File: src/rtl/ps2_packet_rx.sv
// PS/2 device-to-host packet receiver, sampled entirely in the clk domain.
// Synchronises and filters kclk/kdata, checks each frame and assembles PKT_BYTES frames per packet.
module ps2_packet_rx #(
    parameter int PKT_BYTES   = 3,
    parameter int FILT_LEN    = 8,
    parameter int TIMEOUT_CYC = 100000,
    parameter int SYNC_CHECK  = 1,
    parameter int DEDUP       = 0
) (
    input  logic                   clk,
    input  logic                   rst,
    input  logic                   kclk,
    input  logic                   kdata,
    output logic [8*PKT_BYTES-1:0] pkt_data,
    output logic                   pkt_valid,
    output logic                   frame_err,
    output logic [1:0]             err_code,
    output logic                   busy
);
    localparam int FCW = (FILT_LEN > 2) ? $clog2(FILT_LEN) : 1;
    localparam int TCW = $clog2(TIMEOUT_CYC + 1);
    localparam int BIW = (PKT_BYTES > 1) ? $clog2(PKT_BYTES) : 1;

    typedef enum logic [1:0] {S_IDLE, S_DATA, S_PARITY, S_STOP} state_t;

    function automatic logic odd_par_ok(input logic [7:0] d, input logic p);
        return ^{d, p};
    endfunction

    logic           r_kclk_m, r_kclk_s, r_kclk_f, r_kclk_fd;
    logic           r_kdata_m, r_kdata_s, r_kdata_f;
    logic [FCW-1:0] r_kclk_cnt, r_kdata_cnt;

    // Two-flop synchronisers and run-length filters; filtered lines reset high (idle bus).
    always_ff @(posedge clk or posedge rst) begin
        if (rst) begin
            r_kclk_m    <= 1'b1;
            r_kclk_s    <= 1'b1;
            r_kclk_f    <= 1'b1;
            r_kclk_fd   <= 1'b1;
            r_kclk_cnt  <= {FCW{1'b0}};
            r_kdata_m   <= 1'b1;
            r_kdata_s   <= 1'b1;
            r_kdata_f   <= 1'b1;
            r_kdata_cnt <= {FCW{1'b0}};
        end else begin
            r_kclk_m  <= kclk;
            r_kclk_s  <= r_kclk_m;
            r_kclk_fd <= r_kclk_f;
            r_kdata_m <= kdata;
            r_kdata_s <= r_kdata_m;
            if (r_kclk_s == r_kclk_f) begin
                r_kclk_cnt <= {FCW{1'b0}};
            end else if (r_kclk_cnt == FCW'(FILT_LEN - 1)) begin
                r_kclk_f   <= r_kclk_s;
                r_kclk_cnt <= {FCW{1'b0}};
            end else begin
                r_kclk_cnt <= r_kclk_cnt + FCW'(1);
            end
            if (r_kdata_s == r_kdata_f) begin
                r_kdata_cnt <= {FCW{1'b0}};
            end else if (r_kdata_cnt == FCW'(FILT_LEN - 1)) begin
                r_kdata_f   <= r_kdata_s;
                r_kdata_cnt <= {FCW{1'b0}};
            end else begin
                r_kdata_cnt <= r_kdata_cnt + FCW'(1);
            end
        end
    end

    state_t                 r_state, w_state_nxt;
    logic [2:0]             r_bit_cnt;
    logic [7:0]             r_shift;
    logic                   r_par;
    logic [BIW-1:0]         r_byte_idx;
    logic [8*PKT_BYTES-1:0] r_bytes, r_hist, w_pkt_nxt;
    logic                   r_hist_vld;
    logic [TCW-1:0]         r_to_cnt;
    logic                   w_fall, w_timeout, w_sync_bad, w_last, w_dup;

    assign w_fall     = r_kclk_fd & ~r_kclk_f;
    assign w_timeout  = ~w_fall & (r_to_cnt == TCW'(TIMEOUT_CYC));
    assign w_sync_bad = (SYNC_CHECK != 0) && (r_byte_idx == {BIW{1'b0}}) && !r_shift[3];
    assign w_last     = (r_byte_idx == BIW'(PKT_BYTES - 1));
    assign w_dup      = (DEDUP != 0) && r_hist_vld && (w_pkt_nxt == r_hist);
    assign busy       = (r_state != S_IDLE) || (r_byte_idx != {BIW{1'b0}});

    // Packet image with the byte under evaluation dropped into its slot.
    always_comb begin
        w_pkt_nxt = r_bytes;
        w_pkt_nxt[{r_byte_idx, 3'b000} +: 8] = r_shift;
    end

    // Frame FSM next state: moves only on kclk falls, timeout forces IDLE.
    always_comb begin
        w_state_nxt = r_state;
        if (w_timeout) begin
            w_state_nxt = S_IDLE;
        end else if (w_fall) begin
            case (r_state)
                S_IDLE:   w_state_nxt = r_kdata_f ? S_IDLE : S_DATA;
                S_DATA:   w_state_nxt = (r_bit_cnt == 3'd7) ? S_PARITY : S_DATA;
                S_PARITY: w_state_nxt = S_STOP;
                S_STOP:   w_state_nxt = S_IDLE;
                default:  w_state_nxt = S_IDLE;
            endcase
        end else begin
            w_state_nxt = r_state;
        end
    end

    // FSM state register.
    always_ff @(posedge clk or posedge rst) begin
        if (rst) begin
            r_state <= S_IDLE;
        end else begin
            r_state <= w_state_nxt;
        end
    end

    // Frame datapath, packet assembly, timeout and registered result pulses.
    always_ff @(posedge clk or posedge rst) begin
        if (rst) begin
            r_bit_cnt  <= 3'd0;
            r_shift    <= 8'd0;
            r_par      <= 1'b0;
            r_byte_idx <= {BIW{1'b0}};
            r_bytes    <= {(8*PKT_BYTES){1'b0}};
            r_hist     <= {(8*PKT_BYTES){1'b0}};
            r_hist_vld <= 1'b0;
            r_to_cnt   <= {TCW{1'b0}};
            pkt_data   <= {(8*PKT_BYTES){1'b0}};
            pkt_valid  <= 1'b0;
            frame_err  <= 1'b0;
            err_code   <= 2'd0;
        end else begin
            pkt_valid <= 1'b0;
            frame_err <= 1'b0;
            if (w_fall || w_timeout || (r_state == S_IDLE && r_byte_idx == {BIW{1'b0}})) begin
                r_to_cnt <= {TCW{1'b0}};
            end else begin
                r_to_cnt <= r_to_cnt + TCW'(1);
            end
            if (w_timeout) begin
                r_byte_idx <= {BIW{1'b0}};
                frame_err  <= 1'b1;
                err_code   <= 2'd2;
            end else if (w_fall) begin
                case (r_state)
                    S_IDLE: r_bit_cnt <= 3'd0;
                    S_DATA: begin
                        r_shift   <= {r_kdata_f, r_shift[7:1]};
                        r_bit_cnt <= r_bit_cnt + 3'd1;
                    end
                    S_PARITY: r_par <= r_kdata_f;
                    S_STOP: begin
                        if (!odd_par_ok(r_shift, r_par)) begin
                            frame_err  <= 1'b1;
                            err_code   <= 2'd0;
                            r_byte_idx <= {BIW{1'b0}};
                        end else if (!r_kdata_f) begin
                            frame_err  <= 1'b1;
                            err_code   <= 2'd1;
                            r_byte_idx <= {BIW{1'b0}};
                        end else if (w_sync_bad) begin
                            frame_err  <= 1'b1;
                            err_code   <= 2'd3;
                            r_byte_idx <= {BIW{1'b0}};
                        end else if (w_last) begin
                            r_byte_idx <= {BIW{1'b0}};
                            if (!w_dup) begin
                                pkt_data   <= w_pkt_nxt;
                                pkt_valid  <= 1'b1;
                                r_hist     <= w_pkt_nxt;
                                r_hist_vld <= 1'b1;
                            end
                        end else begin
                            r_bytes    <= w_pkt_nxt;
                            r_byte_idx <= r_byte_idx + BIW'(1);
                        end
                    end
                    default: r_bit_cnt <= 3'd0;
                endcase
            end
        end
    end
endmodule

File: config.mk
export PLATFORM = sky130hd
export DESIGN_NAME = ps2_packet_rx
export DESIGN_NICKNAME = d
export VERILOG_FILES = /design/src/rtl/ps2_packet_rx.sv
export SDC_FILE = /design/constraint.sdc
export NUM_CORES = 1
export LEC_CHECK = 0
export CAP_MARGIN = 20
export CORE_ASPECT_RATIO = 0.8
export CORE_UTILIZATION = 30
export CTS_CLUSTER_SIZE = 24
export DETAILED_ROUTE_END_ITERATION = 16
export PLACE_DENSITY_LB_ADDON = 0.05
export SETUP_SLACK_MARGIN = 0.05
export SYNTH_ARGS = -nofsm -noshare
export SYNTH_HDL_FRONTEND = slang
export SYNTH_SLANG_ARGS = --single-unit
File: constraint.sdc
create_clock -name clk -period 8.05 [get_ports clk]
set_clock_uncertainty 0.2 [all_clocks]
set_input_delay 1.2075 -clock clk [delete_from_list [all_inputs] [get_ports clk]]
set_output_delay 1.2075 -clock clk [all_outputs]
set_load 0.02 [all_outputs]
# Word level (Yosys, flattened, before mapping)

Cells that the tools add are included.

Register bits after elaboration: 98
Input port bits: 4
Word-level logic and storage cells: 109

Add/subtract/negate cells: 6
Equal/unequal tests: 11
Shift-type cells: 2
Mux-type cells: 38
Bitwise operators: 9
Reduce and logical (&&, ||, !) cells: 23

Operators with widths:

| operator               | number |
|---|---|
| $mux 2                 | 16 |
| $bwmux 24              | 1 |
| $shift 8x7->24 const A | 1 |
| $shiftx 8x7->24        | 1 |
| $add 17x1->17 const B  | 1 |
| $eq 17x17->1 const B   | 1 |
| $mux 17                | 1 |
| $mux 1                 | 14 |
| $reduce_and 7->1       | 2 |
| $mux 3                 | 4 |
| $reduce_and 3->1       | 4 |
| $reduce_bool 2->1      | 5 |
| $add 3x1->3 const B    | 3 |
| $eq 3x3->1 const B     | 3 |
| $reduce_xor 9->1       | 1 |
| $pmux 2 s4             | 1 |
| $neg 5->7              | 1 |
| $not 1->1              | 7 |
| $eq 2x2->1 const B     | 3 |
| $pmux 3 s2             | 1 |
| $reduce_and 2->1       | 3 |
| $logic_not 2->1        | 2 |
| $ne 4x4->1 const B     | 1 |
| $logic_or 1x1->1       | 3 |
| other kinds (6)        | 9 |

# Longest topological paths before layout

Word-level depth: 8
Mapped depth: 9
Mapped depth without buffers: 7

# Worst setup path before layout

Ideal clock, no wire load.

Path type: register to register
Start: register r_byte_idx[0]
End: register pkt_data[0]
Library setup time: 0.125 ns
Arrival time: 2.144 ns
Data required time: 7.725 ns
Setup slack: 5.580 ns
Cell stages (with the launch flop): 10
Buffers on the path: 2
Period minus slack after synthesis: 2.470 ns
Cell sequence: dfrtp_1 -> inv_1 -> ha_1 -> nand2b_1 -> nand2_1 -> nor2_1 -> and3_1 -> buf_6 -> buf_12 -> mux2_4

Longest elaborated chain between the ends: 4
Elaborated cells on any way between the ends: 9
Those cells by class: 1 x add/sub; 1 x eq/ne; 2 x shift; 1 x mux; 1 x bitwise; 3 x reduce/logical

Ends and longest elaborated chain:

| item                                              | line | text |
|---|---|---|
| from (decl)                                       | 75   | `logic [BIW-1:0] r_byte_idx;` |
| from (signal assigned)                            | 127  | `r_byte_idx <= {BIW{1'b0}};` |
| from (signal assigned)                            | 145  | `r_byte_idx <= {BIW{1'b0}};` |
| from (signal assigned)                            | 160  | `r_byte_idx <= {BIW{1'b0}};` |
| branches (longest 4 deep; another with $neg 5->7) | n/a  |  |
| to (signal assigned)                              | 132  | `pkt_data <= {(8*PKT_BYTES){1'b0}};` |
| to (signal assigned)                              | 172  | `pkt_data <= w_pkt_nxt;` |
| to (decl)                                         | 14   | `output logic [8*PKT_BYTES-1:0] pkt_data,` |

Several ways; the timed one is not identified.
A chain may end at the register's enable or synchronous reset.

# Final worst setup path

Start: register r_byte_idx[0]
End: output busy

Longest elaborated chain between the ends: 2

Ends and longest elaborated chain:

| item              | line | text |
|---|---|---|
| $reduce_bool 2->1 | 86   | `assign busy = (r_state != S_IDLE) \|\| (r_byte_idx != {BIW{1'b0}});` |
| $logic_or 1x1->1  | 86   |  |
| to (decl)         | 18   | `output logic busy` |

No other way between the ends.

==> flow_metrics.py <==
metrics = {
    "logic_synthesis": {
        "yosysTopAreaCell": "dfrtp_1",
        "synth_top_area_share_pct": 49.2,
        "ys_seq_area_share_pct": 53.2,
        "syn_inst": 388,
        "ys_ff_latch": 98,
        "syn_avg_cell_area_um2": 11.9,
        "synth-async-reset-ratio_pct": 100,
        "synthFlopType": "dfrtp_1",
        "netlist_area_um2": 4630,
        "synth.top_cells.by_area": "dfrtp_1 49%, mux2_4 6.5%, a22o_1 5.9%",
        "yosys_warnings": 0,
        "post-synth-top-count-cell": "dfrtp_1",
        "synth_edf_count": 0,
        "synth.net_count": 405,
        "synth_common_cells": "91 x dfrtp_1, 31 x a22o_1, 29 x nand2_1, 27 x nor2_1, 22 x inv_1",
        "ys_types": 41,
    },
    "final_layout": {
        "drive_gt1_share_pct": 16.8,
        "synthToLayoutAreaGrowth_pct": 16.9,
        "antenna_cells": 0,
        "fillers": 1487,
        "nets": 428,
    },
    "clocking": {
        "cts.repair.resized": 0,
        "clock_sinks": 98,
        "hold_buffers": 0,
        "clk_latency_ns": 0.35,
        "htreeDepth": 3,
        "cts_root_buffer": "clkbuf_16",
        "clkTransAtPathRegs_ns": 0.07,
        "cts_buffers": 9,
        "cts_tree": "built",
        "cts_buffer_depth": 2,
        "post_cts_buffers": 0,
    },
    "global_routing": {
        "grt_max_degree": 51,
        "antenna_found_initial": 0,
        "first_global_vias": 2938,
        "grt.overflow.total": 0,
        "grt_pass1_wl_um": 17000,
        "track_usage_pct": 14.2,
    },
    "setup_path": {
        "crit_type": "reg2out",
        "crit_arrival_ns": 2.01,
        "rrSetupSlack_ns": 4.95,
        "cp-end-kind": "output port",
        "reg2regPathDepth": 8,
        "r2r-end": "pkt_data[22]$_DFFE_PP0P_",
        "path_max_fanout": 5,
        "critPathRequiredTime_ns": 6.64,
        "start_kind": "register",
        "r2r-start": "r_byte_idx[0]$_DFFE_PP0P_",
    },
    "placement": {
        "place_worst_setup_slack_ns": 4.92,
        "portBuffers": 32,
        "place_congestion": 0.718,
        "hpwl_um": 6620,
    },
    "floorplanning": {
        "die_w_um": 141,
        "dieArea_um2": 15900,
        "start_util_pct": 30.7,
        "rows": 40,
        "core_area_um2": 15100,
        "num_io_pins": 33,
        "die_h_um": 113,
    },
    "power": {
        "internal_power_mw": 0.869,
        "power_density_nw_per_um2": 219,
        "leakage_nw": 2.48,
        "seqPwrFrac_pct": 47.9,
        "p_sw_share_pct": 26.7,
        "p_comb_share_pct": 12.3,
        "ir_drop_mv": 0.108,
        "power.share.clock_pct": 39.8,
        "p_sw_mw": 0.317,
    },
    "detailed_routing": {
        "vias": 2922,
        "vias_per_cell": 4.67,
        "wire_per_inst_um": 16.4,
        "route.detailed.drc": 0,
        "ant_nets": 0,
        "firstDrtPassIters": 4,
        "wirelength_um": 10300,
        "drt_iter0_markers": 203,
    },
    "worst_hold_path": {
        "hold_depth": 0,
        "hold_path.class": "reg2reg",
        "hp-start": "r_kclk_m$_DFF_PP1_",
        "whs_endpoint": "r_kclk_s$_DFF_PP1_",
    },
    "job": {
        "cap_violations": 0,
    },
    "sta": {
        "fin_ws_ns": 4.63,
        "post-route-period-util_pct": 42.5,
        "setup_viol": 0,
        "fmax_mhz": 292,
        "report.final.slew_viol_count": 0,
        "hold_viol": 0,
        "worst_pin_slew_ns": 0.782,
        "tns_ns": 0,
        "finalCriticalPeriod_ns": 3.42,
        "max_slew_margin_pct": 47.1,
        "rsz0062_at_grt": "no",
    },
    "status": {
        "status": "finished clean",
    },
}
## power by group through the flow
stage / registers (mW) / logic, mW / clock network [mW]
floorplan: 0.553 / 0.125 / 0
global placement: 0.577 / 0.149 / 0
detailed placement: 0.579 / 0.148 / 0
CTS: 0.569 / 0.150 / 0.490
global route: 0.575 / 0.169 / 0.505
finish: 0.568 / 0.146 / 0.472
## flip-flops by register name, indices dropped and copies added (netlist names), 2 cells and up
signal / flops
pkt_data: 24
r_bytes: 24
r_to_cnt: 17
r_shift: 8
r_bit_cnt: 3
r_kclk_cnt: 3
r_kdata_cnt: 3
err_code: 2
r_byte_idx: 2
r_state: 2
## cell families (layout without fill, tap and decap cells)
family | Yosys count | in the layout | synth area share, %
flops | 98 | 98 | 53.2
simple gates | 112 | 112 | 13.4
xor+xnor | 24 | 24 | 5.16
buf+inv | 47 | 75 | 5.30
fa+ha+maj | 13 | 13 | 3.51
compound gates | 58 | 58 | 9.06
mux | 36 | 36 | 10.4
## worst max path at each step
| stage | slack [ns] | cells past startpoint | start | to |
|---|---|---|---|---|
| 2_1_floorplan | 4.09 | 1 | rst | err_code[0]$_DFFE_PP0P_ |
| 3_3_place_gp | 4.94 | 3 | rst | r_kclk_cnt[0]$_DFF_PP0_ |
| 3_5_place_dp | 4.92 | 3 | rst | r_kclk_cnt[2]$_DFF_PP0_ |
| 4_1_cts | 4.61 | 4 | r_byte_idx[0]$_DFFE_PP0P_ | busy |
| 5_1_grt | 4.54 | 4 | r_byte_idx[0]$_DFFE_PP0P_ | busy |
| 6_report | 4.63 | 4 | r_byte_idx[0]$_DFFE_PP0P_ | busy |
## layout make-up
class,count,area [um2],share of cell area (%)
Tap cell,210,263,4.86
Timing Repair Buffer,36,350,6.47
Sequential cell,98,2460,45.5
Clock buffer,11,243,4.49
Clock inverter,5,77.6,1.43
Inverter,23,88.8,1.64
Multi-Input combinational cell,243,1930,35.6
## metal layers
layer	vias to the layer above	track usage, %	share of wire (%)
met5	-	0	0
met4	0	5.65	1.9
met3	12	3.55	2.5
met2	36	19.8	43
met1	1491	21.0	53
li1	1383	-	-
## through the flow
stage               cell area (um2)  utilization [%]  power (mW)  hold WS [ns]  std cells
global route                   5410             35.9        1.25         0.161        626
CTS                            5410             35.9        1.21         0.160        626
detailed placement             5090             33.8       0.727         0.148        610
floorplan                      4630                -       0.677         0.145        388
finish                         5410             35.9        1.19         0.159        626
global placement               5090             33.8       0.727         0.146        610
## layout by cell type, fill, tap and decap left out, types with 5 or more instances in the layout
cell,netlist,layout
dfrtp_1,91,91
nand4_1,5,5
clkdlybuf4s50_1,0,32
nand3_1,11,11
a22o_1,31,31
ha_1,13,13
xor2_1,11,11
xnor2_1,10,10
nor3_1,7,7
inv_1,22,21
nand2_1,29,29
o21ai_0,18,18
dfstp_2,7,7
nor2_1,27,27
clkbuf_16,0,9
mux2_2,16,16
mux2_4,20,20
and3_1,7,7
## critical path: stages (launching register included)
cell	delay (ns)
dfrtp_1	0.45
inv_1	0.14
ha_1	0.31
nand2_1	0.14
clkdlybuf4s50_1	0.62
Power figures use the tool's default switching activity.
